--- config.mk ---
export PLATFORM = sky130hd
export DESIGN_NAME = nrisc_mem_dump
export DESIGN_NICKNAME = d
export VERILOG_FILES = /design/src/rtl/nrisc_mem_dump_pkg.sv /design/src/rtl/nrisc_mem_dump_cksum.sv /design/src/rtl/nrisc_mem_dump.sv
export SDC_FILE = /design/constraint.sdc
export NUM_CORES = 1
export LEC_CHECK = 0
export ABC_AREA = 1
export BUFFER_PORTS_ARGS = -buffer_cell sky130_fd_sc_hd__buf_2
export CELL_PAD_IN_SITES_DETAIL_PLACEMENT = 0
export CELL_PAD_IN_SITES_GLOBAL_PLACEMENT = 1
export CORE_ASPECT_RATIO = 1.4
export CORE_MARGIN = 1
export CORE_UTILIZATION = 35
export CTS_CLUSTER_SIZE = 10
export DETAILED_ROUTE_END_ITERATION = 12
export HOLD_SLACK_MARGIN = 0.08
export PLACE_DENSITY = 0.85
export REMOVE_ABC_BUFFERS = 1
export SLEW_MARGIN = 20
export SYNTH_ARGS = -nofsm -noshare
export SYNTH_HDL_FRONTEND = slang
export SYNTH_SLANG_ARGS = --single-unit
--- constraint.sdc ---
create_clock -name CLK -period 1.8 [get_ports CLK]
set_input_delay 0.36 -clock CLK [delete_from_list [all_inputs] [get_ports CLK]]
set_output_delay 0.36 -clock CLK [all_outputs]
set_load 0.05 [all_outputs]
--- src/rtl/nrisc_mem_dump_pkg.sv ---
// Shared definitions for the nRisc debug memory-dump engine: FSM states,
// default widths and the HALT opcode.
package nrisc_mem_dump_pkg;

  localparam int unsigned DEF_ADDR_W  = 8;
  localparam int unsigned DEF_DATA_W  = 8;
  localparam logic [7:0]  HALT_OPCODE = 8'h00;

  typedef enum logic [2:0] {
    ST_IDLE,
    ST_READ,
    ST_SEND,
    ST_SUM,
    ST_DONE
  } dump_state_t;

endpackage

--- src/rtl/nrisc_mem_dump_cksum.sv ---
// Running modulo-2**DATA_W sum of dumped words; cleared at dump start,
// accumulated once per memory read.
module nrisc_dump_cksum #(
  parameter int unsigned DATA_W = 8
) (
  input  logic              i_clk,
  input  logic              i_rst,
  input  logic              i_clr,
  input  logic              i_acc,
  input  logic [DATA_W-1:0] i_data,
  output logic [DATA_W-1:0] o_sum
);

  logic [DATA_W-1:0] r_sum;

  always_ff @(posedge i_clk) begin
    if (i_rst || i_clr) begin
      r_sum <= '0;
    end else if (i_acc) begin
      r_sum <= r_sum + i_data;
    end
  end

  assign o_sum = r_sum;

endmodule

--- src/rtl/nrisc_mem_dump.sv ---
// Halt-triggered data-memory dump over a valid/ready byte stream.
// Define NRISC_DUMP_CHECKSUM_EN to append a trailing checksum byte.
module nrisc_mem_dump
  import nrisc_mem_dump_pkg::*;
#(
  parameter int unsigned        ADDR_W     = DEF_ADDR_W,
  parameter int unsigned        DATA_W     = DEF_DATA_W,
  parameter logic [ADDR_W-1:0]  BASE_ADDR  = '0,
  parameter int unsigned        DUMP_COUNT = 5
) (
  input  logic              CLK,
  input  logic              RESET,
  input  logic              halt_i,
  output logic [ADDR_W-1:0] mem_addr_o,
  output logic              mem_rd_o,
  input  logic [DATA_W-1:0] mem_data_i,
  output logic [DATA_W-1:0] dout_data,
  output logic              dout_valid,
  input  logic              dout_ready,
  output logic              dout_last,
  output logic              busy_o,
  output logic              done_o
);

  localparam int unsigned      IDX_W    = $clog2(DUMP_COUNT + 1);
  localparam logic [IDX_W-1:0] LAST_IDX = IDX_W'(DUMP_COUNT - 1);

  dump_state_t      r_state;
  dump_state_t      w_next;
  logic [IDX_W-1:0] r_idx;
  logic             w_hs;
  logic             w_final;

  assign w_hs    = dout_valid && dout_ready;
  assign w_final = (r_idx == LAST_IDX);

`ifdef NRISC_DUMP_CHECKSUM_EN
  logic [DATA_W-1:0] w_sum;

  nrisc_dump_cksum #(.DATA_W(DATA_W)) u_cksum (
    .i_clk  (CLK),
    .i_rst  (RESET),
    .i_clr  ((r_state == ST_IDLE) && halt_i),
    .i_acc  (r_state == ST_READ),
    .i_data (mem_data_i),
    .o_sum  (w_sum)
  );
`endif

  always_ff @(posedge CLK) begin
    if (RESET) r_state <= ST_IDLE;
    else       r_state <= w_next;
  end

  always_comb begin
    w_next = r_state;
    case (r_state)
      ST_IDLE: if (halt_i) w_next = ST_READ;
      ST_READ: w_next = ST_SEND;
      ST_SEND: begin
        if (w_hs) begin
`ifdef NRISC_DUMP_CHECKSUM_EN
          w_next = w_final ? ST_SUM : ST_READ;
`else
          w_next = w_final ? ST_DONE : ST_READ;
`endif
        end
      end
`ifdef NRISC_DUMP_CHECKSUM_EN
      ST_SUM:  if (w_hs) w_next = ST_DONE;
`endif
      ST_DONE: w_next = ST_DONE;
      default: w_next = ST_IDLE;
    endcase
  end

  // Stream outputs are registered; the checksum byte is loaded on the
  // final word's handshake so SUM presents it without a bubble.
  always_ff @(posedge CLK) begin
    if (RESET) begin
      mem_addr_o <= BASE_ADDR;
      r_idx      <= '0;
      dout_data  <= '0;
      dout_valid <= 1'b0;
      dout_last  <= 1'b0;
    end else begin
      case (r_state)
        ST_READ: begin
          dout_data  <= mem_data_i;
          dout_valid <= 1'b1;
`ifdef NRISC_DUMP_CHECKSUM_EN
          dout_last  <= 1'b0;
`else
          dout_last  <= w_final;
`endif
        end
        ST_SEND: begin
          if (w_hs) begin
            dout_valid <= 1'b0;
            dout_last  <= 1'b0;
            if (!w_final) begin
              mem_addr_o <= mem_addr_o + 1'b1;
              r_idx      <= r_idx + 1'b1;
            end else begin
`ifdef NRISC_DUMP_CHECKSUM_EN
              dout_data  <= w_sum;
              dout_valid <= 1'b1;
              dout_last  <= 1'b1;
`else
              dout_data  <= '0;
`endif
            end
          end
        end
        ST_SUM: begin
          if (w_hs) begin
            dout_data  <= '0;
            dout_valid <= 1'b0;
            dout_last  <= 1'b0;
          end
        end
        default: ;
      endcase
    end
  end

  assign mem_rd_o = (r_state == ST_READ);
  assign busy_o   = (r_state == ST_READ) || (r_state == ST_SEND) || (r_state == ST_SUM);
  assign done_o   = (r_state == ST_DONE);

endmodule

After elaboration in Yosys (flattened, before gate mapping)
Index checks and enable logic that the tools add are counted.
{"block": "word_totals", "out_inout_bits": 21, "elab_cells": 41, "inputBits": 12, "reg_bits": 24}
{"block": "classes", "n_addsub": 2, "reduce_logical": 11, "eq_ne": 10, "muxes": 11, "bitwise": 1}
{"operator": "$mux 8", "n": 3}
{"operator": "$pmux 8 s3", "n": 1}
{"operator": "$pmux 3 s4", "n": 1}
{"operator": "$mux 3", "n": 3}
{"operator": "$add 8x1->8 const B", "n": 1}
{"operator": "$ne 2x2->1 const B", "n": 4}
{"operator": "$eq 3x2->1 const B", "n": 2}
{"operator": "$eq 3x3->1 const B", "n": 2}
{"operator": "$pmux 1 s2", "n": 2}
{"operator": "$reduce_and 2->1", "n": 2}
{"operator": "$reduce_and 4->1", "n": 1}
{"operator": "$add 3x1->3 const B", "n": 1}
{"operator": "$eq 3x1->1 const B", "n": 1}
{"operator": "$logic_not 3->1", "n": 1}
{"operator": "$reduce_and 3->1", "n": 1}
{"operator": "$reduce_bool 3->1", "n": 1}
{"operator": "$logic_or 1x1->1", "n": 2}
{"operator": "$ne 2x1->1 const B", "n": 1}
{"operator": "$reduce_bool 2->1", "n": 1}
{"operator": "$reduce_or 2->1", "n": 1}
{"operator": "$logic_and 1x1->1", "n": 1}
{"operator": "$mux 1", "n": 1}
{"operator": "$not 1->1", "n": 1}

Longest topological paths before layout
Gate-level depths: netlist of run 1.
{"block": "logic_depth", "word_depth": 4, "ltp_mapped": 9, "depth_no_buf": 8}

Least setup slack after synthesis of run 1
Ideal clock, no wire load.
{"block": "synth_timing", "path_kind": "register to output", "from": "register r_state[0]", "to": "output port busy_o", "required_ns": 1.440, "slack_ns": -0.116, "path_stages_with_launch": 3, "n_path_buf": 0, "t_arrival_ns": 1.556, "path_cell_list": "dfxtp_1 > inv_1 > o21ai_0"}
{"block": "synth_between", "elab_chain_len": 3, "elab_cells_between_ends": 5, "cone_classes": "eq/ne: 3; reduce/logical: 2"}
{"element": "start, declared", "line_no": "nrisc_mem_dump.sv:28", "source": "dump_state_t r_state;"}
{"element": "start signal, assigned", "line_no": "nrisc_mem_dump.sv:52", "source": "else r_state <= w_next;"}
{"element": "$eq 3x1->1 or $eq 3x2->1 (tied branches)", "line_no": "nrisc_mem_dump.sv:128", "source": "assign busy_o = (r_state == ST_READ) || (r_state == ST_SEND) || (r_state == ST_SUM);"}
{"element": "$logic_or 1x1->1", "line_no": "nrisc_mem_dump.sv:128"}
{"element": "$logic_or 1x1->1 (*)", "line_no": "nrisc_mem_dump.sv:128"}
{"element": "end, declared", "line_no": "nrisc_mem_dump.sv:21", "source": "output logic busy_o,"}
Every way passes the cells marked *; elsewhere a longest branch is shown, timed or not.

Worst setup path in the final report of run 1
{"block": "layout_timing", "from": "register r_state[2]", "to": "output port mem_rd_o"}
{"block": "layout_between", "elab_chain_len": 1}
{"element": "$eq 3x1->1", "line_no": "nrisc_mem_dump.sv:127", "source": "assign mem_rd_o = (r_state == ST_READ);"}
{"element": "end, declared", "line_no": "nrisc_mem_dump.sv:15", "source": "output logic mem_rd_o,"}
Every way passes these cells.

==> metrics.md, run 1 <==
| Metric | Value |
|---|---|
| Hold buffers post-CTS | 0 |
| Clk pwr share | 20.7% |
| Finished Cell Area | 0.00142 mm2 |
| Flop pwr share | 37.2% |
| Synth Cell Area | 0.00120 mm2 |
| Max rail drop VDD | 447 uV |
| Seq cells post-synth | 24 |
| Core Region | 0.00318 mm2 |
| Final critical-path share of the clock period | 89.7% |
| Post-Synth Adder-Cell Area | 3.13% |
| Internal Power | 0.997 mW |
| Initial cell density of the core | 37.6% |
| Drt first pass iters | 4 |
| Placed Cells | 237 |
| # diodes | 0 |
| Global-route usage over all layers | 15.7% |
| First-pass GRT wire length | 4390 um |
| Post-route ant nets | 0 |
| Antenna violations before repair | 0 |
| Crit Path Category | flop to output port |
| CP endpoint kind | output port |
| Worst rel slew slack | 68.5% |
| Inserted Clock Buffers | 3 |
| Root Buffer | clkbuf_8 |
| Post-Route WL | 2550 um |
| Worst-Margin Slew | 472 ps |
| Overall power | 1.78 mW |
| Vias | 1156 |
| Die ar. | 0.00366 mm2 |
| Worst-Skew Late Latency | 270 ps |
| Crit path max-delay family | buffers and inverters |
| CP max stage cell | dfxtp_1 |
| Seq/Total Area, Yosys | 40.1% |
| Via-to-Cell Ratio | 4.80 |
| Combinational Power Share | 42.1% |
| CP startpoint kind | flop |
| Clock Skews | 4.41 ps |
| Switching share of power | 44.0% |
| Largest family of logic cells by synthesized area | simple AND/OR/NAND/NOR gates |
| DR iter-0 viols | 29 |
| CP max stage delay | 350 ps |
| Total gr overflow | 0 |
| Ys flop type | dfxtp_1 |
| Setup Viol. Count Final | 0 |
| Leakage | 0.719 nW |
| Vias in the first global route | 1089 |
| Crit path arrival time | 1250 ps |
| Hold Path Class | input port to flop |
| CTS HTree Levels | 1 |
| Io pins | 33 |
| Layout cell share with drive strength beyond 1 | 21.8% |
| # rows | 24 |
| Die span in y | 71.2 um |
| Post-synth top area share | 40.1% |
| Sink Count | 24 |
| Complex-gate fraction of the synthesized area | 10.9% |
| RSZ-0062 raised after global routing | false |
| Final core utilization | 44.5% |
| Post-Synthesis Cells | 171 |
| Drc violations | 0 |
| Setup bufs post-CTS | 0 |
| Max_cap viols | 0 |
| Tmin final | 1610 ps |
| Most frequent cell after synthesis | nand2_1 |
| PwrDens | 1260 mW/mm2 |
| Crit path buf inv count | 3 |
| Nets | 218 |
| Simple-gate share of the synthesized area | 35.5% |
| Fin Setup TNS | 0 ps |
| Area leader, netlist | dfxtp_1 |
| Die Wd | 51.4 um |
| Async SR Flop Fraction | 0% |
| Post-synth EDFFs | 0 |
| Largest net degree at the start of global routing | 17 |
| Synth Area in XOR/XNOR | 1.46% |
| P_sw | 0.782 mW |
| CP Max Fanout | 5 |
| Clk slew on worst S/H paths | 80 ps |
| Post-synthesis mux area share | 0% |
| Fin. Hold Viols | 0 |
| Placed inst area | 0.00136 mm2 |
| Clock tree buffer depth | 2 |
| Worst Path Required | 1440 ps |
| Wire per inst | 10.6 um |
| Port Buffer Count | 32 |
| Post_cts resized | 0 |
| YS warnings | 0 |
| Crit path cell chain | inv_2 -> nand3_2 -> inv_1 -> buf_2 |
| CTS tree | yes |
| Post-DP HPWL | 1830 um |
| Non-filler instance count after layout | 241 |
| Slew Viols, Final | 0 |
| Final Wtd Congestion | 0.780 |
| Status | complete, no violations |
| Layout area overhead | 18.2% |
| Syn avg cell area | 7.00 um2 |
| Max Freq | 0.620 GHz |
| Cell variety after synth | 18 |
| Synth top area cells | dfxtp_1, nand2_1, a21oi_1 |
| Synth cell count leaders | nand2_1, nor2_1, dfxtp_1 |
==> state kept, by name, indices dropped and copies added (netlist names) <==
name	cells
dout_data	8
dout_last	1
dout_valid	1
mem_addr_o	8
r_idx	3
r_state	3
==> worst paths after layout <==
path,start,endpoint,slack (ps),depth (start not counted)
worst max-delay path,r_state[2],mem_rd_o,190,4
worst min-delay path,RESET,r_idx[2],360,2
worst max register to register,r_idx[0],mem_addr_o[6],310,8
worst min register to register,dout_valid,dout_valid,480,2
==> power by group through the flow <==
stage | clock network, mW | registers (mW) | logic (mW)
2_1_floorplan | 0 | 0.905 | 0.363
6_report | 0.369 | 0.661 | 0.750
3_3_place_gp | 0 | 0.673 | 0.753
3_5_place_dp | 0 | 0.675 | 0.753
4_1_cts | 0.383 | 0.663 | 0.755
5_1_grt | 0.403 | 0.673 | 0.817
==> logic make-up after synthesis <==
kind of cell	after synthesis
AND/OR/NAND/NOR	95
AO/OA/AOI/OAI	26
flip-flops	24
buffers and inverters	21
adder cells (fa/ha/maj)	3
XOR/XNOR	2
==> final cells by class <==
class                   count  area, um2
clock buffers               4       55.1
fillers                   366       1770
inverters                  16       60.1
multi-input cells         126        611
flip-flops and latches     24        480
well taps                  39       48.8
repair buffers             32        160
==> through the flow <==
step / setup WS (ps) / hold WS [ps]
floorplan: -116 / 429
global placement: 327 / 459
detailed placement: 303 / 468
CTS: 182 / 360
global route: 96.4 / 375
finish: 186 / 357
==> layer usage <==
| layer | vias to the layer above | routed length, um | GRT usage (%) |
|---|---|---|---|
| li1 | 609 | - | - |
| met1 | 520 | 1180 | 17.2 |
| met2 | 25 | 1220 | 28.4 |
| met3 | 2 | 114 | 2.58 |
| met4 | 0 | 34 | 7.21 |
| met5 | - | 0 | 0 |
==> worst register-to-register path, delay by kind of cell, from the launching register on <==
kind | cells | cell delay, ps
simple gates | 6 | 790
flops | 1 | 360
fa+ha+maj | 1 | 190
buf+inv | 1 | 60
==> layout by cell type, fill, tap and decap left out, drive strengths merged <==
| cell type | Yosys | routed |
|---|---|---|
| buf | 5 | 32 |
| xor2 | 2 | 2 |
| o21ai | 6 | 6 |
| dfxtp | 24 | 24 |
| a21oi | 20 | 20 |
| ha | 3 | 3 |
| nor3 | 3 | 3 |
| clkbuf | 0 | 4 |
| nor2 | 27 | 27 |
| nand3 | 14 | 14 |
| nand4 | 2 | 2 |
| inv | 16 | 16 |
| nand2 | 49 | 49 |
Power figures use the tool's default switching activity.
==> inputs of run 2 (changes only) <==
- clock period: 1.8 -> 1.67 ns (I/O delays scaled with it)
==> run 2 against run 1 <==
Final area hardly changed. Critical path depth stayed put. Final cell count is 0.41% higher. Largest power group unchanged.
==> metrics.md, run 2 (synthesis results as in run 1) <==
| Metric | Value |
|---|---|
| Crit path buf inv count | 3 (unchanged) |
| Crit Path Category | flop to output port |
| Most frequent cells in the layout | nand2_1, buf_2, nor2_1, dfxtp_1, a21oi_1 |
| Drt first pass iters | 4 (unchanged) |
| Clk slew on worst S/H paths | 80 ps (about the same) |
| Sink Count | 24 (unchanged) |
| Nets | 220 (+0.92%) |
| Worst hold slack | 351 ps (-5.97 ps) |
| Clock tree buffer depth | 2 (unchanged) |
| Worst hold stages | 2 (unchanged) |
| Slew Viols, Final | 0 (unchanged) |
| Vias in the first global route | 1024 (-6.0%) |
| Final Wtd Congestion | 0.753 (-3.6%) |
| Post_cts resized | 0 (unchanged) |
| Crit path cell chain | inv_2 -> nand3_2 -> inv_1 -> buf_2 |
| Post-Route WL | 2460 um (-3.2%) |
| Worst Path Required | 1340 ps (-100 ps) |
| Layout cell share with drive strength beyond 1 | 22.2% (+0.39 points) |
| CP Max Fanout | 5 (unchanged) |
| Max_cap viols | 0 (unchanged) |
| Die span in y | 71.2 um (unchanged) |
| Hold Path Class | input port to flop |
| CP startpoint kind | flop |
| CP endpoint kind | output port |
| Die ar. | 0.00366 mm2 (unchanged) |
| Setup Viol. Count Final | 0 (unchanged) |
| Drc violations | 0 (unchanged) |
| PwrDens | 1300 mW/mm2 (+3.3%) |
| Total gr overflow | 0 (unchanged) |
| CTS HTree Levels | 1 (unchanged) |
| Most Crowded Layer GR | met2 |
| Port Buffer Count | 32 (unchanged) |
| Wire per inst | 10.2 um (-3.6%) |
| Worst-Margin Slew | 429 ps (-42.4 ps) |
| Max rail drop VDD | 517 uV (+16%) |
| Commonest non-fill, non-tap cell in the layout | nand2_1 |
| Worst rel slew slack | 71.3% (+2.8 points) |
| DR iter-0 viols | 16 (-45%) |
| Met3 Usage GRT | 2.58% (unchanged) |
| FF-to-FF path depth | 8 (unchanged) |
| Post-route ant nets | 0 (unchanged) |
| Biggest regs | dout_data: 8 flops, mem_addr_o: 8 flops |
| Die Wd | 51.4 um (unchanged) |
| Status | complete, no violations |
| Io pins | 33 (unchanged) |
| Crit path arrival time | 1250 ps (about the same) |
| Via-to-Cell Ratio | 4.68 (-2.4%) |
| Largest net degree at the start of global routing | 17 (unchanged) |
| First-pass GRT wire length | 4320 um (-1.6%) |
| Overall power | 1.84 mW (+3.4%) |
| Leakage | 0.721 nW (+0.25%) |
| Post-DP HPWL | 1790 um (-2.0%) |
| Critical Path Stages | 4 (unchanged) |
| CTS tree | yes |
| Root Buffer | clkbuf_8 |
| Crit path max-delay family | buffers and inverters |
| CP max stage delay | 340 ps (about the same) |
| Max Freq | 0.633 GHz |
| Global-route usage over all layers | 15.0% (-0.69 points) |
| Inserted Clock Buffers | 3 (unchanged) |
| CP max stage cell | dfxtp_1 |
| RSZ-0062 raised after global routing | false |
| Vias | 1133 (-2.0%) |
| # diodes | 0 (unchanged) |
| Fin. Hold Viols | 0 (unchanged) |
| Core Region | 0.00318 mm2 (unchanged) |
| Setup bufs post-CTS | 0 (unchanged) |
| Layout area overhead | 18.3% (about the same) |
| Worst-Skew Late Latency | 250 ps (-20 ps) |
| Clock Skews | 1.39 ps (-3.03 ps) |
| Tmin final | 1580 ps |
| # rows | 24 (unchanged) |
| Initial cell density of the core | 37.6% (unchanged) |
| Hold buffers post-CTS | 0 (unchanged) |
| Met1 usage | 18.6% (+1.3 points) |
| Antenna violations before repair | 0 (unchanged) |
| Global routing usage on met2 | 26.0% (-2.5 points) |
| Final critical-path share of the clock period | 94.6% |
==> run 2: changes by cell type in the layout (fill, tap and decap cells not counted) <==
cell,delta
clkbuf_8,-1
buf_4,+2
==> run 2: worst reg2reg max path, cell delays in order (launching register included) <==
cell     delay (ps)
dfxtp_1         360
inv_1            60
ha_1            190
nand2_1          80
nand2_1         100
nor2_4          270
nand3_1         110
nand2_1          70
nor2_1           40
==> run 2: power by group <==
part	internal (mW)	switching (mW)	leakage, nW
clock network	0.161	0.162	0.0216
logic	0.206	0.596	0.504
registers	0.660	0.0552	0.195
total	1.03	0.813	0.721
==> run 2: path summary, 6_finish.rpt <==
kind | slack [ps] | to | start
worst max register to register | 290 | mem_addr_o[5] | r_idx[0]
worst min-delay path | 350 | mem_addr_o[2] | RESET
worst min register to register | 480 | dout_valid | dout_valid
worst max-delay path | 90 | mem_rd_o | r_state[2]
==> run 2: routing by layer <==
layer	up-vias	routed length, um
met5	-	0
li1	609	-
met4	0	14
met1	495	1100
met2	27	1230
met3	2	117
==> run 2: cell type report <==
type	count	area, um2
repair buffers	34	175
well taps	39	48.8
inverters	16	60.1
flip-flops and latches	24	480
fillers	372	1770
clock buffers	3	41.3
multi-input cells	126	611
==> run 2: stage by stage <==
| stage | area (um2) | utilization (%) | instances | setup TNS (ps) | setup WS (ps) |
|---|---|---|---|---|---|
| finish | 1420 | 44.5 | 242 | 0 | 90.6 |
| global route | 1420 | 44.5 | 242 | 0 | 9.85 |
| CTS | 1420 | 44.5 | 242 | 0 | 92.6 |
| detailed placement | 1380 | 43.2 | 239 | 0 | 284 |
| global placement | 1380 | 43.2 | 239 | 0 | 315 |
| floorplan | 1150 | - | 166 | -220 | -220 |
